==> src/rtl/lsu_pkg.sv <==
// Shared types and helpers for the load/store unit: FSM states, RV32I width
// codes and the store lane mask / data replication used on the memory port.
package lsu_pkg;

  typedef enum logic [1:0] {
    IDLE = 2'd0,
    REQ  = 2'd1,
    DONE = 2'd2
  } lsu_state_e;

  localparam logic [2:0] F3_B  = 3'b000;
  localparam logic [2:0] F3_H  = 3'b001;
  localparam logic [2:0] F3_W  = 3'b010;
  localparam logic [2:0] F3_BU = 3'b100;
  localparam logic [2:0] F3_HU = 3'b101;

  // Unsigned variants share the low two bits with their signed forms, so the
  // lane selection only needs funct3[1:0].
  function automatic logic [3:0] lane_mask(input logic [2:0] f3, input logic [1:0] off);
    logic [3:0] m;
    m = 4'b1111;
    case (f3[1:0])
      2'b00:   m = 4'b0001 << off;
      2'b01:   m = off[1] ? 4'b1100 : 4'b0011;
      default: m = 4'b1111;
    endcase
    return m;
  endfunction

  function automatic logic [31:0] store_data(input logic [2:0] f3, input logic [31:0] wd);
    logic [31:0] d;
    d = wd;
    case (f3[1:0])
      2'b00:   d = {4{wd[7:0]}};
      2'b01:   d = {2{wd[15:0]}};
      default: d = wd;
    endcase
    return d;
  endfunction

endpackage

==> src/rtl/lsu_load_align.sv <==
// Combinational load formatter: picks the addressed byte/halfword out of the
// memory word and sign- or zero-extends it according to funct3.
module lsu_load_align
  import lsu_pkg::*;
(
  input  logic [31:0] i_rdata,
  input  logic [1:0]  i_off,
  input  logic [2:0]  i_funct3,
  output logic [31:0] o_data
);

  logic [31:0] shifted;

  always_comb begin
    shifted = i_rdata >> {i_off, 3'b000};
    o_data  = 32'd0;
    case (i_funct3)
      F3_B:    o_data = {{24{shifted[7]}}, shifted[7:0]};
      F3_H:    o_data = {{16{shifted[15]}}, shifted[15:0]};
      F3_W:    o_data = shifted;
      F3_BU:   o_data = {24'd0, shifted[7:0]};
      F3_HU:   o_data = {16'd0, shifted[15:0]};
      default: o_data = 32'd0;
    endcase
  end

endmodule

==> src/rtl/lsu_mem_access.sv <==
// Load/store stage: issues one req/ack data-memory access per instruction and
// stalls the core until it completes. Optional ack timeout via LSU_TIMEOUT_EN.
module lsu_mem_access
  import lsu_pkg::*;
#(
  parameter int XLEN           = 32,
  parameter int TIMEOUT_CYCLES = 255
) (
  input  logic            i_clk,
  input  logic            i_rst_n,
  input  logic            i_valid,
  input  logic            i_is_load,
  input  logic            i_is_store,
  input  logic [2:0]      i_funct3,
  input  logic [XLEN-1:0] i_addr,
  input  logic [XLEN-1:0] i_wdata,
  output logic            o_busy,
  output logic            o_done,
  output logic [XLEN-1:0] o_rdata,
  output logic            o_misaligned,
  output logic            o_illegal,
  output logic            o_timeout,
  output logic            o_dmem_req,
  output logic            o_dmem_we,
  output logic [XLEN-1:0] o_dmem_addr,
  output logic [XLEN-1:0] o_dmem_wdata,
  output logic [3:0]      o_dmem_mask,
  input  logic            i_dmem_ack,
  input  logic [XLEN-1:0] i_dmem_rdata
);

  lsu_state_e      state_q, state_d;
  logic [XLEN-1:0] addr_q, addr_d;
  logic [XLEN-1:0] wdata_q, wdata_d;
  logic [XLEN-1:0] rdata_q, rdata_d;
  logic [2:0]      funct3_q, funct3_d;
  logic [3:0]      mask_q, mask_d;
  logic            we_q, we_d;
  logic            misaligned_q, misaligned_d;
  logic            illegal_q, illegal_d;
  logic            width_ok, illegal_in, misaligned_in;
  logic [XLEN-1:0] load_data;

`ifdef LSU_TIMEOUT_EN
  localparam int CNT_W = ($clog2(TIMEOUT_CYCLES + 1) > 8) ? $clog2(TIMEOUT_CYCLES + 1) : 8;
  logic [CNT_W-1:0] cnt_q, cnt_d;
  logic             timeout_q, timeout_d;
`else
  logic unused_timeout_cfg;
  assign unused_timeout_cfg = ^TIMEOUT_CYCLES;
`endif

  // A valid op that is neither or both of load/store has nothing sane to do,
  // so it is reported as illegal rather than touching memory.
  always_comb begin
    width_ok = 1'b0;
    case (i_funct3)
      F3_B, F3_H, F3_W: width_ok = 1'b1;
      F3_BU, F3_HU:     width_ok = i_is_load;
      default:          width_ok = 1'b0;
    endcase
    illegal_in    = !width_ok || (i_is_load == i_is_store);
    misaligned_in = width_ok &&
                    ((i_funct3[1:0] == 2'b01 && i_addr[0]) ||
                     (i_funct3[1:0] == 2'b10 && i_addr[1:0] != 2'b00));
  end

  lsu_load_align u_align (
    .i_rdata  (rdata_q),
    .i_off    (addr_q[1:0]),
    .i_funct3 (funct3_q),
    .o_data   (load_data)
  );

  always_ff @(posedge i_clk or negedge i_rst_n) begin
    if (!i_rst_n) begin
      state_q      <= IDLE;
      addr_q       <= '0;
      wdata_q      <= '0;
      rdata_q      <= '0;
      funct3_q     <= 3'd0;
      mask_q       <= 4'd0;
      we_q         <= 1'b0;
      misaligned_q <= 1'b0;
      illegal_q    <= 1'b0;
`ifdef LSU_TIMEOUT_EN
      cnt_q        <= '0;
      timeout_q    <= 1'b0;
`endif
    end else begin
      state_q      <= state_d;
      addr_q       <= addr_d;
      wdata_q      <= wdata_d;
      rdata_q      <= rdata_d;
      funct3_q     <= funct3_d;
      mask_q       <= mask_d;
      we_q         <= we_d;
      misaligned_q <= misaligned_d;
      illegal_q    <= illegal_d;
`ifdef LSU_TIMEOUT_EN
      cnt_q        <= cnt_d;
      timeout_q    <= timeout_d;
`endif
    end
  end

  always_comb begin
    state_d      = state_q;
    addr_d       = addr_q;
    wdata_d      = wdata_q;
    rdata_d      = rdata_q;
    funct3_d     = funct3_q;
    mask_d       = mask_q;
    we_d         = we_q;
    misaligned_d = misaligned_q;
    illegal_d    = illegal_q;
`ifdef LSU_TIMEOUT_EN
    cnt_d        = cnt_q;
    timeout_d    = timeout_q;
`endif
    case (state_q)
      IDLE: begin
        if (i_valid) begin
          addr_d       = i_addr;
          funct3_d     = i_funct3;
          we_d         = i_is_store && !i_is_load;
          wdata_d      = (i_is_store && !i_is_load) ? store_data(i_funct3, i_wdata) : '0;
          mask_d       = lane_mask(i_funct3, i_addr[1:0]);
          rdata_d      = '0;
          misaligned_d = misaligned_in;
          illegal_d    = illegal_in;
`ifdef LSU_TIMEOUT_EN
          cnt_d        = '0;
          timeout_d    = 1'b0;
`endif
          state_d      = (misaligned_in || illegal_in) ? DONE : REQ;
        end
      end
      REQ: begin
        if (i_dmem_ack) begin
          rdata_d = i_dmem_rdata;
          state_d = DONE;
        end
`ifdef LSU_TIMEOUT_EN
        else if (cnt_q == CNT_W'(TIMEOUT_CYCLES - 1)) begin
          timeout_d = 1'b1;
          state_d   = DONE;
        end else begin
          cnt_d = cnt_q + 1'b1;
        end
`endif
      end
      DONE:    state_d = IDLE;
      default: state_d = IDLE;
    endcase
  end

  always_comb begin
    o_busy       = 1'b0;
    o_done       = 1'b0;
    o_rdata      = '0;
    o_misaligned = 1'b0;
    o_illegal    = 1'b0;
    o_timeout    = 1'b0;
    o_dmem_req   = 1'b0;
    o_dmem_we    = 1'b0;
    o_dmem_addr  = '0;
    o_dmem_wdata = '0;
    o_dmem_mask  = 4'd0;
    case (state_q)
      IDLE: o_busy = i_valid;
      REQ: begin
        o_busy       = 1'b1;
        o_dmem_req   = 1'b1;
        o_dmem_we    = we_q;
        o_dmem_addr  = {addr_q[XLEN-1:2], 2'b00};
        o_dmem_wdata = wdata_q;
        o_dmem_mask  = mask_q;
      end
      DONE: begin
        o_done       = 1'b1;
        o_misaligned = misaligned_q;
        o_illegal    = illegal_q;
`ifdef LSU_TIMEOUT_EN
        o_timeout    = timeout_q;
        o_rdata      = (we_q || misaligned_q || illegal_q || timeout_q) ? '0 : load_data;
`else
        o_rdata      = (we_q || misaligned_q || illegal_q) ? '0 : load_data;
`endif
      end
      default: ;
    endcase
  end

endmodule

==> config.mk <==
export PLATFORM = sky130hd
export DESIGN_NAME = lsu_mem_access
export DESIGN_NICKNAME = d
export VERILOG_FILES = /design/src/rtl/lsu_pkg.sv /design/src/rtl/lsu_load_align.sv /design/src/rtl/lsu_mem_access.sv
export SDC_FILE = /design/constraint.sdc
export NUM_CORES = 1
export LEC_CHECK = 0
export ABC_AREA = 1
export ABC_CLOCK_PERIOD_IN_PS = 2430
export BUFFER_PORTS_ARGS = -buffer_cell sky130_fd_sc_hd__buf_2
export CAP_MARGIN = 15
export CORE_MARGIN = 2
export CORE_UTILIZATION = 52
export DETAILED_ROUTE_END_ITERATION = 16
export PLACE_DENSITY = 0.8
export SYNTH_ARGS = -nofsm -noshare
export SYNTH_HDL_FRONTEND = slang
export SYNTH_HIERARCHICAL = 1
export SYNTH_SLANG_ARGS = --single-unit
==> constraint.sdc <==
create_clock -name i_clk -period 2.43 [get_ports i_clk]
set_input_delay 0.3645 -clock i_clk [delete_from_list [all_inputs] [get_ports i_clk]]
set_output_delay 0.3645 -clock i_clk [all_outputs]
set_load 0.05 [all_outputs]
After elaboration in Yosys (flattened, before gate mapping)
Cells that the tools add are included.

cells by class
  divide/modulo/power cells = 0
  shift operators = 2
  multiply operators = 0
  bitwise logic cells = 0
  add/subtract/negate cells = 0
  equality and inequality tests = 15
  reduce and logical (&&, ||, !) cells = 22
  $lt $le $gt $ge = 0
  multiplexer cells = 24

operators with widths
  operator               count
  $mux W32               7
  $pmux W32 S5           1
  $pmux W32 S2           2
  $shr A32 B5 Y32        1
  $eq A3 B3 Y1 const B   4
  $mux W4                2
  $pmux W4 S2            1
  $eq A3 B1 Y1 const B   2
  $eq A3 B2 Y1 const B   2
  $logic_not A3 Y1       2
  $mux W2                3
  $logic_or A1 B1 Y1     5
  $mux W1                5
  $eq A2 B1 Y1 const B   2
  $eq A2 B2 Y1 const B   2
  $logic_and A1 B1 Y1    4
  $logic_not A2 Y1       2
  $ne A2 B2 Y1 const B   2
  $pmux W1 S2            2
  $pmux W2 S2            1
  $reduce_and A2 Y1      2
  $reduce_bool A2 Y1     2
  $shl A1 B2 Y4 const A  1
  $reduce_and A3 Y1      1
  4 further kinds        5

storage, ports and cells
  bits in registers = 108
  word-level logic and storage cells = 72
  bits of input ports = 105
  memory bits (writable) = 0
  memories kept = 0
  ROM bits = 0
  bits in latches = 0
  output and inout port bits = 107

Depth between registers and ports, before layout
Gate-level depths: netlist of the first run.

  depth after elaboration = 9
  depth in mapped cells = 10
  gate-level depth less buffers = 8

Cells and area by module
Netlist of the first run, hierarchy kept.

modules (own cells, without submodules)
  module          cells each  times used  seq. area each (sq um)  area each (sq um)
  lsu_mem_access  703         1           2702.6                  5293.8
  lsu_load_align  192         1           0.0                     1004.7

Worst setup path before layout of the first run
Ideal clock, no wire load.

  path kind = register to output
  start point = reg state_q[0]
  end point = out o_dmem_addr[10]
  stages on the path, launching flop included = 7
  path buffers = 2
  slack = 0.229 ns
  required time = 2.066 ns
  arrival = 1.836 ns
  cells stage by stage = dfrtp_1 inv_2 nor2_4 inv_2 buf_2 buf_6 nor2_1

on the way
  cells in the longest elaborated chain, start to end = 2

ends and longest elaborated chain
  element                   RTL line               RTL
  start: declaration        lsu_mem_access.sv:32   lsu_state_e state_q, state_d;
  start signal: assignment  lsu_mem_access.sv:91   state_q <= state_d;
  $eq A2 B1 Y1              lsu_mem_access.sv:170  case (state_q)
  $mux W32                  lsu_mem_access.sv:170
  end: declaration          lsu_mem_access.sv:25   output logic [XLEN-1:0] o_dmem_addr,

No other way between the ends.

Worst setup path in the final report of the first run
  start point = reg funct3_q[1]
  end point = out o_rdata[10]

on the way
  cells in the longest elaborated chain, start to end = 4
  elaborated cells on any way between the ends = 8
  those cells by class = eq/ne (4); mux (3); reduce/logical (1)

ends and longest elaborated chain
  element                                     RTL line               RTL
  start: declaration                          lsu_mem_access.sv:36   logic [2:0] funct3_q, funct3_d;
  start signal: assignment                    lsu_mem_access.sv:95   funct3_q <= funct3_d;
  $eq A3 B3 Y1, or another cell as far along  lsu_load_align.sv:17   case (i_funct3)
  $pmux W32 S5 *                              lsu_load_align.sv:17
  net load_data[10]                           lsu_mem_access.sv:42   logic [XLEN-1:0] load_data;
  $mux W32 *                                  lsu_mem_access.sv:188  o_rdata = (we_q || misaligned_q || illegal_q) ? '0 : load_data;
  $mux W32 *                                  lsu_mem_access.sv:170
  end: declaration                            lsu_mem_access.sv:19   output logic [XLEN-1:0] o_rdata,

Mark *: on every way through the listed nets, which the timed path passes. The rest lies on a longest branch.

==> results of run 1 <==
## timing repair
action	CTS	global route
resized for setup	8	42
endpoints found under the hold margin	28	0
endpoints found under the setup margin	24	27
setup buffers	0	3
gates cloned	2	2
pin swaps	1	4
hold buffers	1	0
## cell usage in the layout (no fill, tap or decap), drive strengths merged
cell	n
clkinv	2
nand3	54
nor3	7
nor2	143
and3	1
a22oi	2
dfrtp	108
clkinvlp	4
o22ai	16
ha	1
buf	213
or2	16
conb	3
o21ai	50
nand2	331
dlygate4sd3	1
clkbuf	24
a21oi	16
inv	97
## state kept, by name, summed over array words and instances, names as in the netlist
name          flops
addr_q           32
funct3_q          3
illegal_q         1
mask_q            4
misaligned_q      1
rdata_q          32
state_q           2
wdata_q          32
we_q              1
## worst max-delay path by stage
stage | end | startpoint | cells past startpoint | slack [ps]
after CTS | o_rdata[24] | funct3_q[2]$_DFFE_PN0P_ | 8 | 2
final | o_rdata[10] | funct3_q[1]$_DFFE_PN0P_ | 9 | 80
after floorplan | o_dmem_addr[10] | state_q[0]$_DFFE_PN0P_ | 6 | 230
after detailed placement | o_rdata[10] | addr_q[0]$_DFFE_PN0P_ | 8 | 180
after global placement | o_rdata[11] | addr_q[0]$_DFFE_PN0P_ | 8 | 290
after global routing | o_rdata[24] | funct3_q[2]$_DFFE_PN0P_ | 9 | -60
## per-layer routing
layer / up-vias / part of all wire / global-route usage / routed length, um
met5: - / 0 / 0 / 0
met4: 0 / 0.025 / 0.0902 / 412
met3: 33 / 0.065 / 0.0408 / 1090
met2: 260 / 0.49 / 0.437 / 8210
met1: 2863 / 0.42 / 0.351 / 7040
li1: 3093 / - / - / -
## logic make-up (layout without fill, tap and decap cells)
kind of cell             Yosys count  in the layout
other                              1              3
buffers and inverters            152            341
adder cells (fa/ha/maj)            1              1
AO/OA/AOI/OAI                     84             84
flip-flops                       108            108
AND/OR/NAND/NOR                  549            552
## synthesized netlist by cell type (all sizes together)
| cell | instances |
|---|---|
| nand2 | 331 |
| nor2 | 143 |
| dfrtp | 108 |
| inv | 96 |
| nand3 | 51 |
| o21ai | 50 |
| buf | 45 |
| a21oi | 16 |
| o22ai | 16 |
| or2 | 16 |
| clkbuf | 11 |
| nor3 | 7 |
| a22oi | 2 |
| and3 | 1 |
| conb | 1 |
| ha | 1 |
## final cells by class
cell class / count / area share
clock inverter: 6 / 0.00626
clock buffer: 10 / 0.0307
sequential: 108 / 0.347
multi-input combinational: 640 / 0.376
inverter: 96 / 0.0472
timing repair inverter: 1 / 0.000963
tap: 147 / 0.0236
timing repair buffer: 228 / 0.168
## power groups by stage
stage	clock (W)	combinational, W	sequential [W]
floorplan	0	0.00179	0.00230
global placement	0	0.00210	0.00235
detailed placement	0	0.00213	0.00237
CTS	0.00142	0.00218	0.00235
global route	0.00150	0.00259	0.00239
finish	0.00139	0.00234	0.00235
## metrics by stage
step	hold slack, ps	setup slack [ps]	cells
2_1_floorplan	68.9	229	897
3_3_place_gp	317	292	1212
3_5_place_dp	315	182	1212
4_1_cts	208	2.05	1231
5_1_grt	221	-55.0	1236
6_report	218	75.3	1236
## worst max-delay path: cells and delay by family, from the launching register on
family,cells,cell delay [ps]
AND/OR/NAND/NOR,5,600
AO/OA/AOI/OAI,1,150
buffers and inverters,3,470
flip-flops,1,430
==> results.sh, run 1 <==
export IMPL_cts_tree="yes"
export IMPL_cp_cell_sequence="inv_2 -> nand2_4 -> nor2_4 -> buf_12 -> nand3_4 -> a21oi_1 -> nand2_1 -> nor2_1 -> buf_4"
export IMPL_drtAntennaViolNets=0
export IMPL_drtPass1Iterations=6
export IMPL_totalWireLength_mm=16.7
export IMPL_skew_ps=6.04
export IMPL_powerDensity_mw_per_mm2=780
export IMPL_gp_congestion=0.934
export IMPL_grt_pass1_wl_mm=27.3
export IMPL_fmax_mhz=425
export IMPL_grt_pass1_vias=5664
export IMPL_initialDrtViolationCount=442
export IMPL_nFillCells=1113
export IMPL_antennaDiodeCount=0
export IMPL_cts_root_buffer="clkbuf_16"
export IMPL_critPathRequiredTime_ps=2070
export IMPL_vias=6249
export IMPL_swShare=0.409
export IMPL_p_int_w=0.00359
export IMPL_timing_final_crit_share=0.969
export IMPL_htreeDepth=3
export IMPL_leakagePower_nw=4.37
export IMPL_hold_path_class="in -> reg"
export IMPL_slew_violations=0
export IMPL_yosys_area_share_adder=0.00199
export IMPL_synth_top_family_by_area="simple AND/OR/NAND/NOR gates"
export IMPL_period_needed_ps=2350
export IMPL_synth_compound_area_frac=0.0731
export IMPL_grt_max_degree=53
export IMPL_hold_end="rdata_q[26]$_DFFE_PN0P_"
export IMPL_start_kind="flop"
export IMPL_synth_area_per_cell_um2=7.04
export IMPL_synth_seq_area_share=0.429
export IMPL_vdd_drop_max_v=0.000397
export IMPL_num_io_pins=212
export IMPL_utilization=0.654
export IMPL_synth_cell_area_mm2=0.00630
export IMPL_seq_area_mm2=0.00271
export IMPL_p_switching_w=0.00248
export IMPL_synthToLayoutAreaGrowth_pct=23.8
export IMPL_dpl_hpwl_mm=11.9
export IMPL_clkPwrFrac=0.229
export IMPL_start_util=0.529
export IMPL_synthCells=895
export IMPL_cp_slowest_stage_delay_ps=430
export IMPL_die_w_um=114
export IMPL_nNetsFinal=1190
export IMPL_clock_sinks=108
export IMPL_die_h_um=114
export IMPL_post_dp_cell_area_mm2=0.00725
export IMPL_yosysUniqueCellTypes=31
export IMPL_die_area_mm2=0.0130
export IMPL_io_buffers=208
export IMPL_ff2ff_path_depth=7
export IMPL_avgRoutedWirePerCell_um=13.6
export IMPL_final_layout_size_suffix_gt1_frac=0.290
export IMPL_hold_start="i_dmem_rdata[26]"
export IMPL_synthMuxAreaShare=0
export IMPL_r2r_start="state_q[0]$_DFFE_PN0P_"
export IMPL_crit_fanout=8
export IMPL_status="complete, no violations"
export IMPL_end_kind="output pin"
export IMPL_fp_row_count=40
export IMPL_setup_violations=0
export IMPL_reg2reg_setup_slack_ps=600
export IMPL_cts_max_path_buffers=2
export IMPL_clkTransAtPathRegs_ps=70
export IMPL_synthXorXnorAreaFrac=0
export IMPL_multi_input_area_mm2=0.00293
export IMPL_max_cap_viol_count=0
export IMPL_cp_arrival_ps=1990
export IMPL_crit_type="reg -> out"
export IMPL_core_area_mm2=0.0119
export IMPL_viasPerCell=5.06
export IMPL_crit_path_top_delay_cell="dfrtp_1"
export IMPL_finalHoldViolCount=0
export IMPL_holdPathStages=3
export IMPL_stdcell_area_mm2=0.00779
export IMPL_synth_area_leader_cell="dfrtp_1"
export IMPL_drcViolationCount=0
export IMPL_reg2reg_to="wdata_q[11]$_DFFE_PN0P_"
export IMPL_synthSimpleGateAreaFrac=0.371
export IMPL_insertion_delay_ps=350
export IMPL_grt_antenna_before_repair=0
export IMPL_post_synth_top_area_fraction=0.429
export IMPL_rsz0062_at_grt="true"
export IMPL_synth_area_leaders="dfrtp_1 (43%), nand2_1 (19%), nor2_1 (7.9%)"
export IMPL_finalSetupTns_ps=0
export IMPL_power_frac_seq=0.386
export IMPL_yosys_register_bits=108
export IMPL_yosys_warnings=6
export IMPL_pwr_share_comb=0.385
export IMPL_relSlewSlack=0.633
export IMPL_power_total_w=0.00608
export IMPL_cts_buffers=9
export IMPL_grt_overflow_total=0
export IMPL_grt_usage=0.262
export IMPL_tightest_slew_ps=550
(Power assumes the default switching activity.)
==> run 2, diff against run 1 <==
--- a/config.mk
+++ b/config.mk
@@ -10,9 +10,10 @@
 export BUFFER_PORTS_ARGS = -buffer_cell sky130_fd_sc_hd__buf_2
 export CAP_MARGIN = 15
 export CORE_MARGIN = 2
-export CORE_UTILIZATION = 52
+export CORE_UTILIZATION = 55
+export CTS_CLUSTER_DIAMETER = 40
 export DETAILED_ROUTE_END_ITERATION = 16
-export PLACE_DENSITY = 0.8
+export PLACE_DENSITY = 0.84
 export SYNTH_ARGS = -nofsm -noshare
 export SYNTH_HDL_FRONTEND = slang
 export SYNTH_HIERARCHICAL = 1
==> run 2 against run 1 <==
  * The run now ends with negative hold slack left
  * Critical path depth fell by 1
  * Largest power group unchanged
  * Global-route usage up 0.27 points
  * Maximum frequency is 2.0% higher
  * Critical endpoint is now o_rdata[12]
  * Power decreased by 1.1%
==> results.sh, run 2 (synthesis results as in run 1) <==
export IMPL_status="complete, but fails checks"
export IMPL_failed_checks="negative hold slack"
export IMPL_grt_usage=0.265
export IMPL_grt_antenna_before_repair=1
export IMPL_gp_congestion=0.966
export IMPL_dpl_hpwl_mm=12.0
export IMPL_cp_slowest_stage_delay_ps=430
export IMPL_wl_met2_mm=8.07
export IMPL_final_layout_size_suffix_gt1_frac=0.284
export IMPL_cts_root_buffer="clkbuf_16"
export IMPL_die_w_um=111
export IMPL_die_area_mm2=0.0123
export IMPL_critPathRequiredTime_ps=2070
export IMPL_grt_pass1_wl_mm=26.7
export IMPL_cp_buffers_inverters=2
export IMPL_met3_length_mm=1.13
export IMPL_htreeDepth=3
export IMPL_cts_buffers=9
export IMPL_start_kind="flop"
export IMPL_finalHoldViolCount=7
export IMPL_grt_pass1_vias=5646
export IMPL_powerDensity_mw_per_mm2=783
export IMPL_rsz0062_at_grt="true"
export IMPL_hold_path_class="in -> async"
export IMPL_routed_top_layer="met4"
export IMPL_ff2ff_path_depth=7
export IMPL_io_buffers=208
export IMPL_holdWs_ps=-2.88
export IMPL_layout_common_cells="nand2_1 (323), buf_2 (184), nor2_1 (132)"
export IMPL_die_h_um=111
export IMPL_cp_cell_sequence="inv_2 -> nand2_2 -> nor2_4 -> nand3_4 -> a21oi_1 -> nand2_1 -> nor2_1 -> buf_4"
export IMPL_grt_overflow_total=0
export IMPL_crit_type="reg -> out"
export IMPL_crit_family="simple AND/OR/NAND/NOR gates"
export IMPL_skew_ps=3.64
export IMPL_synthToLayoutAreaGrowth_pct=21.8
export IMPL_start_util=0.559
export IMPL_max_cap_viol_count=0
export IMPL_crit_cells=8
export IMPL_avgRoutedWirePerCell_um=13.3
export IMPL_nNetsFinal=1183
export IMPL_timing_final_crit_share=0.950
export IMPL_vias=6133
export IMPL_finalSetupTns_ps=0
export IMPL_tightest_slew_ps=531
export IMPL_viasPerCell=5.00
export IMPL_crit_fanout=12
export IMPL_placed_cells=1206
export IMPL_end_kind="output pin"
export IMPL_core_area_mm2=0.0113
export IMPL_hold_buffers=0
export IMPL_final_common_cell="nand2_1"
export IMPL_num_io_pins=212
export IMPL_reg_top3="addr_q: 32 flops, rdata_q: 32 flops, wdata_q: 32 flops"
export IMPL_wl_met1_mm=6.66
export IMPL_layout_cells_non_filler=1226
export IMPL_cts_max_path_buffers=2
export IMPL_drcViolationCount=0
export IMPL_grt_max_degree=47
export IMPL_totalWireLength_mm=16.3
export IMPL_clkTransAtPathRegs_ps=70
export IMPL_insertion_delay_ps=340
export IMPL_slew_violations=0
export IMPL_fp_row_count=39
export IMPL_relSlewSlack=0.646
export IMPL_cts_tree="yes"
export IMPL_initialDrtViolationCount=346
export IMPL_vdd_drop_max_v=0.000419
export IMPL_setup_violations=0
export IMPL_period_needed_ps=2310
export IMPL_crit_path_top_delay_cell="dfrtp_1"
export IMPL_drtPass1Iterations=8
export IMPL_leakagePower_nw=4.36
export IMPL_fmax_mhz=433
export IMPL_cp_arrival_ps=1940
export IMPL_clock_sinks=108
export IMPL_drtAntennaViolNets=0
export IMPL_power_total_w=0.00601
==> run 2: cell types whose count changed in the layout (fill, tap and decap cells not counted), sizes merged <==
cell,previous run,this run
clkbuf,24,17
bufinv,0,1
nand3,54,52
dlygate4sd3,1,0
diode,0,1
clkinvlp,4,1
inv,97,99
buf,213,216
==> run 2: routing by layer <==
| layer | global-route usage | up-vias |
|---|---|---|
| met3 | 0.0514 | 30 |
| met5 | 0 | - |
| li1 | - | 3079 |
| met4 | 0.0988 | 0 |
| met2 | 0.443 | 230 |
| met1 | 0.344 | 2794 |
==> run 2: what timing repair did <==
action                                  in CTS  in global routing
gates cloned                                 2                  0
buffers inserted                             0                  1
pin swaps                                    1                  1
gates resized for setup                     15                 28
endpoints found under the setup margin      25                 27
==> run 2: cell type report <==
class	instances	area [um^2]
Clock buffer	10	229
Sequential cell	108	2710
Antenna cell	1	2.50
Clock inverter	6	68.8
Timing Repair Buffer	223	1260
Inverter	96	368
Multi-Input combinational cell	638	2860
Fill cell	1003	3600
Tap cell	143	179
Timing Repair inverter	1	3.75
==> run 2: through the flow <==
stage	utilization	cell area [um^2]	hold WS [ps]	setup WS, ps
floorplan	-	6310	68.9	229
global placement	0.641	7230	378	244
detailed placement	0.641	7230	384	154
CTS	0.673	7580	10.8	37.1
global route	0.681	7670	37.3	-34.2
finish	0.681	7670	-2.88	121
==> run 2: worst reg2reg max path, cell delays in order, from the launching register on <==
cell and delay [ps]:
dfrtp_1 400, inv_2 130, nand3_4 320, inv_2 180, nand2_2 310, nor2_1 250
nand2_1 80, nand2_1 60
==> run 2: worst paths after layout <==
kind                                              start                       to  slack [ps]
worst max-delay path            funct3_q[1]$_DFFE_PN0P_              o_rdata[12]         120
worst min-delay path                            i_rst_n   addr_q[21]$_DFFE_PN0P_          -3
worst max register to register   state_q[0]$_DFFE_PN0P_  wdata_q[24]$_DFFE_PN0P_         640
worst min register to register   wdata_q[8]$_DFFE_PN0P_   wdata_q[8]$_DFFE_PN0P_         480
max in group asynchronous                       i_rst_n    addr_q[1]$_DFFE_PN0P_        1780
min in group i_clk                     i_dmem_rdata[28]  rdata_q[28]$_DFFE_PN0P_         220
==> run 2: where the power goes <==
part | switching (W) | internal (W)
logic | 0.00153 | 0.000654
registers | 0.000206 | 0.00215
clock network | 0.000662 | 0.000810
total | 0.00240 | 0.00361
==> run 3, diff against run 2 <==
--- a/config.mk
+++ b/config.mk
@@ -6,14 +6,15 @@
 export NUM_CORES = 1
 export LEC_CHECK = 0
 export ABC_AREA = 1
-export ABC_CLOCK_PERIOD_IN_PS = 2430
+export ABC_CLOCK_PERIOD_IN_PS = 2000
 export BUFFER_PORTS_ARGS = -buffer_cell sky130_fd_sc_hd__buf_2
 export CAP_MARGIN = 15
 export CORE_MARGIN = 2
-export CORE_UTILIZATION = 55
+export CORE_UTILIZATION = 46
 export CTS_CLUSTER_DIAMETER = 40
 export DETAILED_ROUTE_END_ITERATION = 16
-export PLACE_DENSITY = 0.84
+export PLACE_DENSITY = 0.77
+export SLEW_MARGIN = 25
 export SYNTH_ARGS = -nofsm -noshare
 export SYNTH_HDL_FRONTEND = slang
 export SYNTH_HIERARCHICAL = 1
==> constraint.sdc (replaced) <==
create_clock -name i_clk -period 2 [get_ports i_clk]
set_input_delay 0.3 -clock i_clk [delete_from_list [all_inputs] [get_ports i_clk]]
set_output_delay 0.3 -clock i_clk [all_outputs]
set_load 0.05 [all_outputs]
==> run 3 against run 2 <==
  * The flow finishes with violations (negative hold slack, negative setup slack)
  * Die area up 19%
  * Register-to-register slack worse by 230 ps
  * Critical path depth up 1
  * Global-route usage down 1.5 points
  * Wire length up 13%
  * Worst setup slack worse by 320 ps
  * Critical path type unchanged
==> results.sh, run 3 (synthesis results as in run 1) <==
export IMPL_cp_cell_sequence="clkinv_4 -> nand2_4 -> nand3_4 -> buf_12 -> nand3_4 -> nand3_2 -> nand2_1 -> nor2_2 -> buf_6"
export IMPL_drcViolationCount=0
export IMPL_rsz0062_at_grt="true"
export IMPL_grt_overflow_total=0
export IMPL_failed_checks="negative hold slack, negative setup slack"
export IMPL_cts_root_buffer="clkbuf_16"
export IMPL_dp_slack_ps=-42.4
export IMPL_relSlewSlack=0.581
export IMPL_reg2reg_setup_slack_ps=410
export IMPL_layout_cells_non_filler=1282
export IMPL_die_h_um=121
export IMPL_grt_max_degree=109
export IMPL_htreeDepth=3
export IMPL_cts_buffers=9
export IMPL_grt_antenna_before_repair=0
export IMPL_final_layout_size_suffix_gt1_frac=0.377
export IMPL_layout_common_cells="nand2_1 (305), buf_2 (154), dfrtp_1 (103)"
export IMPL_io_buffers=208
export IMPL_fmax_mhz=455
export IMPL_core_area_mm2=0.0133
export IMPL_vias=6497
export IMPL_leakagePower_nw=4.61
export IMPL_fin_ws_ps=-197
export IMPL_tightest_slew_ps=628
export IMPL_crit_path_top_delay_cell="dfrtp_2"
export IMPL_cts_tree="yes"
export IMPL_finalSetupTns_ps=-4710
export IMPL_utilization=0.652
export IMPL_slew_violations=0
export IMPL_crit_start="addr_q[0]$_DFFE_PN0P_"
export IMPL_reg_top3="addr_q: 32 flops, rdata_q: 32 flops, wdata_q: 32 flops"
export IMPL_totalWireLength_mm=18.4
export IMPL_nNetsFinal=1207
export IMPL_insertion_delay_ps=350
export IMPL_grt_usage=0.249
export IMPL_viasPerCell=5.07
export IMPL_num_io_pins=212
export IMPL_setup_violations=32
export IMPL_drtPass1Iterations=6
export IMPL_vdd_drop_max_v=0.000517
export IMPL_period_needed_ps=2200
export IMPL_multi_input_area_mm2=0.00324
export IMPL_crit_type="reg -> out"
export IMPL_gp_congestion=0.897
export IMPL_grt_pass1_vias=6164
export IMPL_antennaDiodeCount=0
export IMPL_reg2reg_to="wdata_q[27]$_DFFE_PN0P_"
export IMPL_timing_final_crit_share=1.10
export IMPL_finalHoldViolCount=20
export IMPL_powerDensity_mw_per_mm2=956
export IMPL_clkTransAtPathRegs_ps=70
export IMPL_crit_end="o_rdata[22]"
export IMPL_hold_path_class="in -> async"
export IMPL_max_cap_viol_count=0
export IMPL_ff2ff_path_depth=7
export IMPL_die_area_mm2=0.0146
export IMPL_crit_family="simple AND/OR/NAND/NOR gates"
export IMPL_grt_pass1_wl_mm=29.2
export IMPL_final_common_cell="nand2_1"
export IMPL_cp_buffers_inverters=3
export IMPL_cp_arrival_ps=1900
export IMPL_nFillCells=1161
export IMPL_synthToLayoutAreaGrowth_pct=37.6
export IMPL_avgRoutedWirePerCell_um=14.3
export IMPL_clock_sinks=108
export IMPL_seq_area_mm2=0.00271
export IMPL_hold_buffers=0
export IMPL_crit_cells=9
export IMPL_start_util=0.474
export IMPL_status="complete, but fails checks"
export IMPL_fp_row_count=42
export IMPL_cpMostUsedCell="nand3_4"
export IMPL_start_kind="flop"
export IMPL_end_kind="output pin"
export IMPL_die_w_um=121
export IMPL_drtAntennaViolNets=0
export IMPL_critPathRequiredTime_ps=1700
export IMPL_placed_cells=1241
export IMPL_initialDrtViolationCount=617
export IMPL_dpl_hpwl_mm=11.8
export IMPL_cts_max_path_buffers=2
export IMPL_holdWs_ps=-31.1
export IMPL_r2r_start="state_q[0]$_DFFE_PN0P_"
export IMPL_crit_fanout=6
export IMPL_skew_ps=8.46
export IMPL_cp_slowest_stage_delay_ps=490
## run 3: report_power, final
part	switching [W]	internal [W]	total, W
clock network	0.000822	0.00101	0.00183
registers	0.000254	0.00261	0.00286
logic	0.00228	0.00131	0.00359
total	0.00335	0.00494	0.00829
## run 3: area by class of cell
| cell class | instances | area share |
|---|---|---|
| sequential | 108 | 0.313 |
| timing repair buffer | 245 | 0.210 |
| clock buffer | 11 | 0.0280 |
| tap | 176 | 0.0254 |
| inverter | 96 | 0.0427 |
| clock inverter | 5 | 0.00693 |
| multi-input combinational | 641 | 0.374 |
## run 3: stage by stage
| step | power, W | area (um^2) |
|---|---|---|
| floorplan | 0.00504 | 6420 |
| global placement | 0.00559 | 7480 |
| detailed placement | 0.00565 | 7480 |
| CTS | 0.00808 | 8460 |
| global route | 0.00876 | 8670 |
| finish | 0.00829 | 8670 |
## run 3: timing repair
item	4_1_cts	5_1_grt
pin swaps	35	14
setup buffers	16	1
gates resized for setup	112	45
endpoints found under the setup margin	33	73
gates cloned	5	3
## run 3: worst min-delay path by stage
| stage | endpoint | cells after the start | slack, ps |
|---|---|---|---|
| 6_report | addr_q[28]$_DFFE_PN0P_ | 2 | -30 |
| 5_1_grt | addr_q[28]$_DFFE_PN0P_ | 2 | 60 |
| 4_1_cts | addr_q[28]$_DFFE_PN0P_ | 2 | 50 |
| 3_5_place_dp | addr_q[28]$_DFFE_PN0P_ | 2 | 420 |
| 3_3_place_gp | addr_q[28]$_DFFE_PN0P_ | 2 | 420 |
| 2_1_floorplan | addr_q[0]$_DFFE_PN0P_ | 0 | 4 |
## run 3: per-layer routing
layer / routed length (um) / GRT usage
met5: 0 / 0
met4: 507 / 0.0981
met3: 1310 / 0.0385
met2: 9140 / 0.427
met1: 7410 / 0.315
## run 3: worst reg2reg max path: stages (launching register included)
cell     delay, ps
dfrtp_1        400
inv_2          130
nand3_4        150
inv_2          120
nand2_2        320
nor2_1         270
nand2_1         90
nand2_1         70
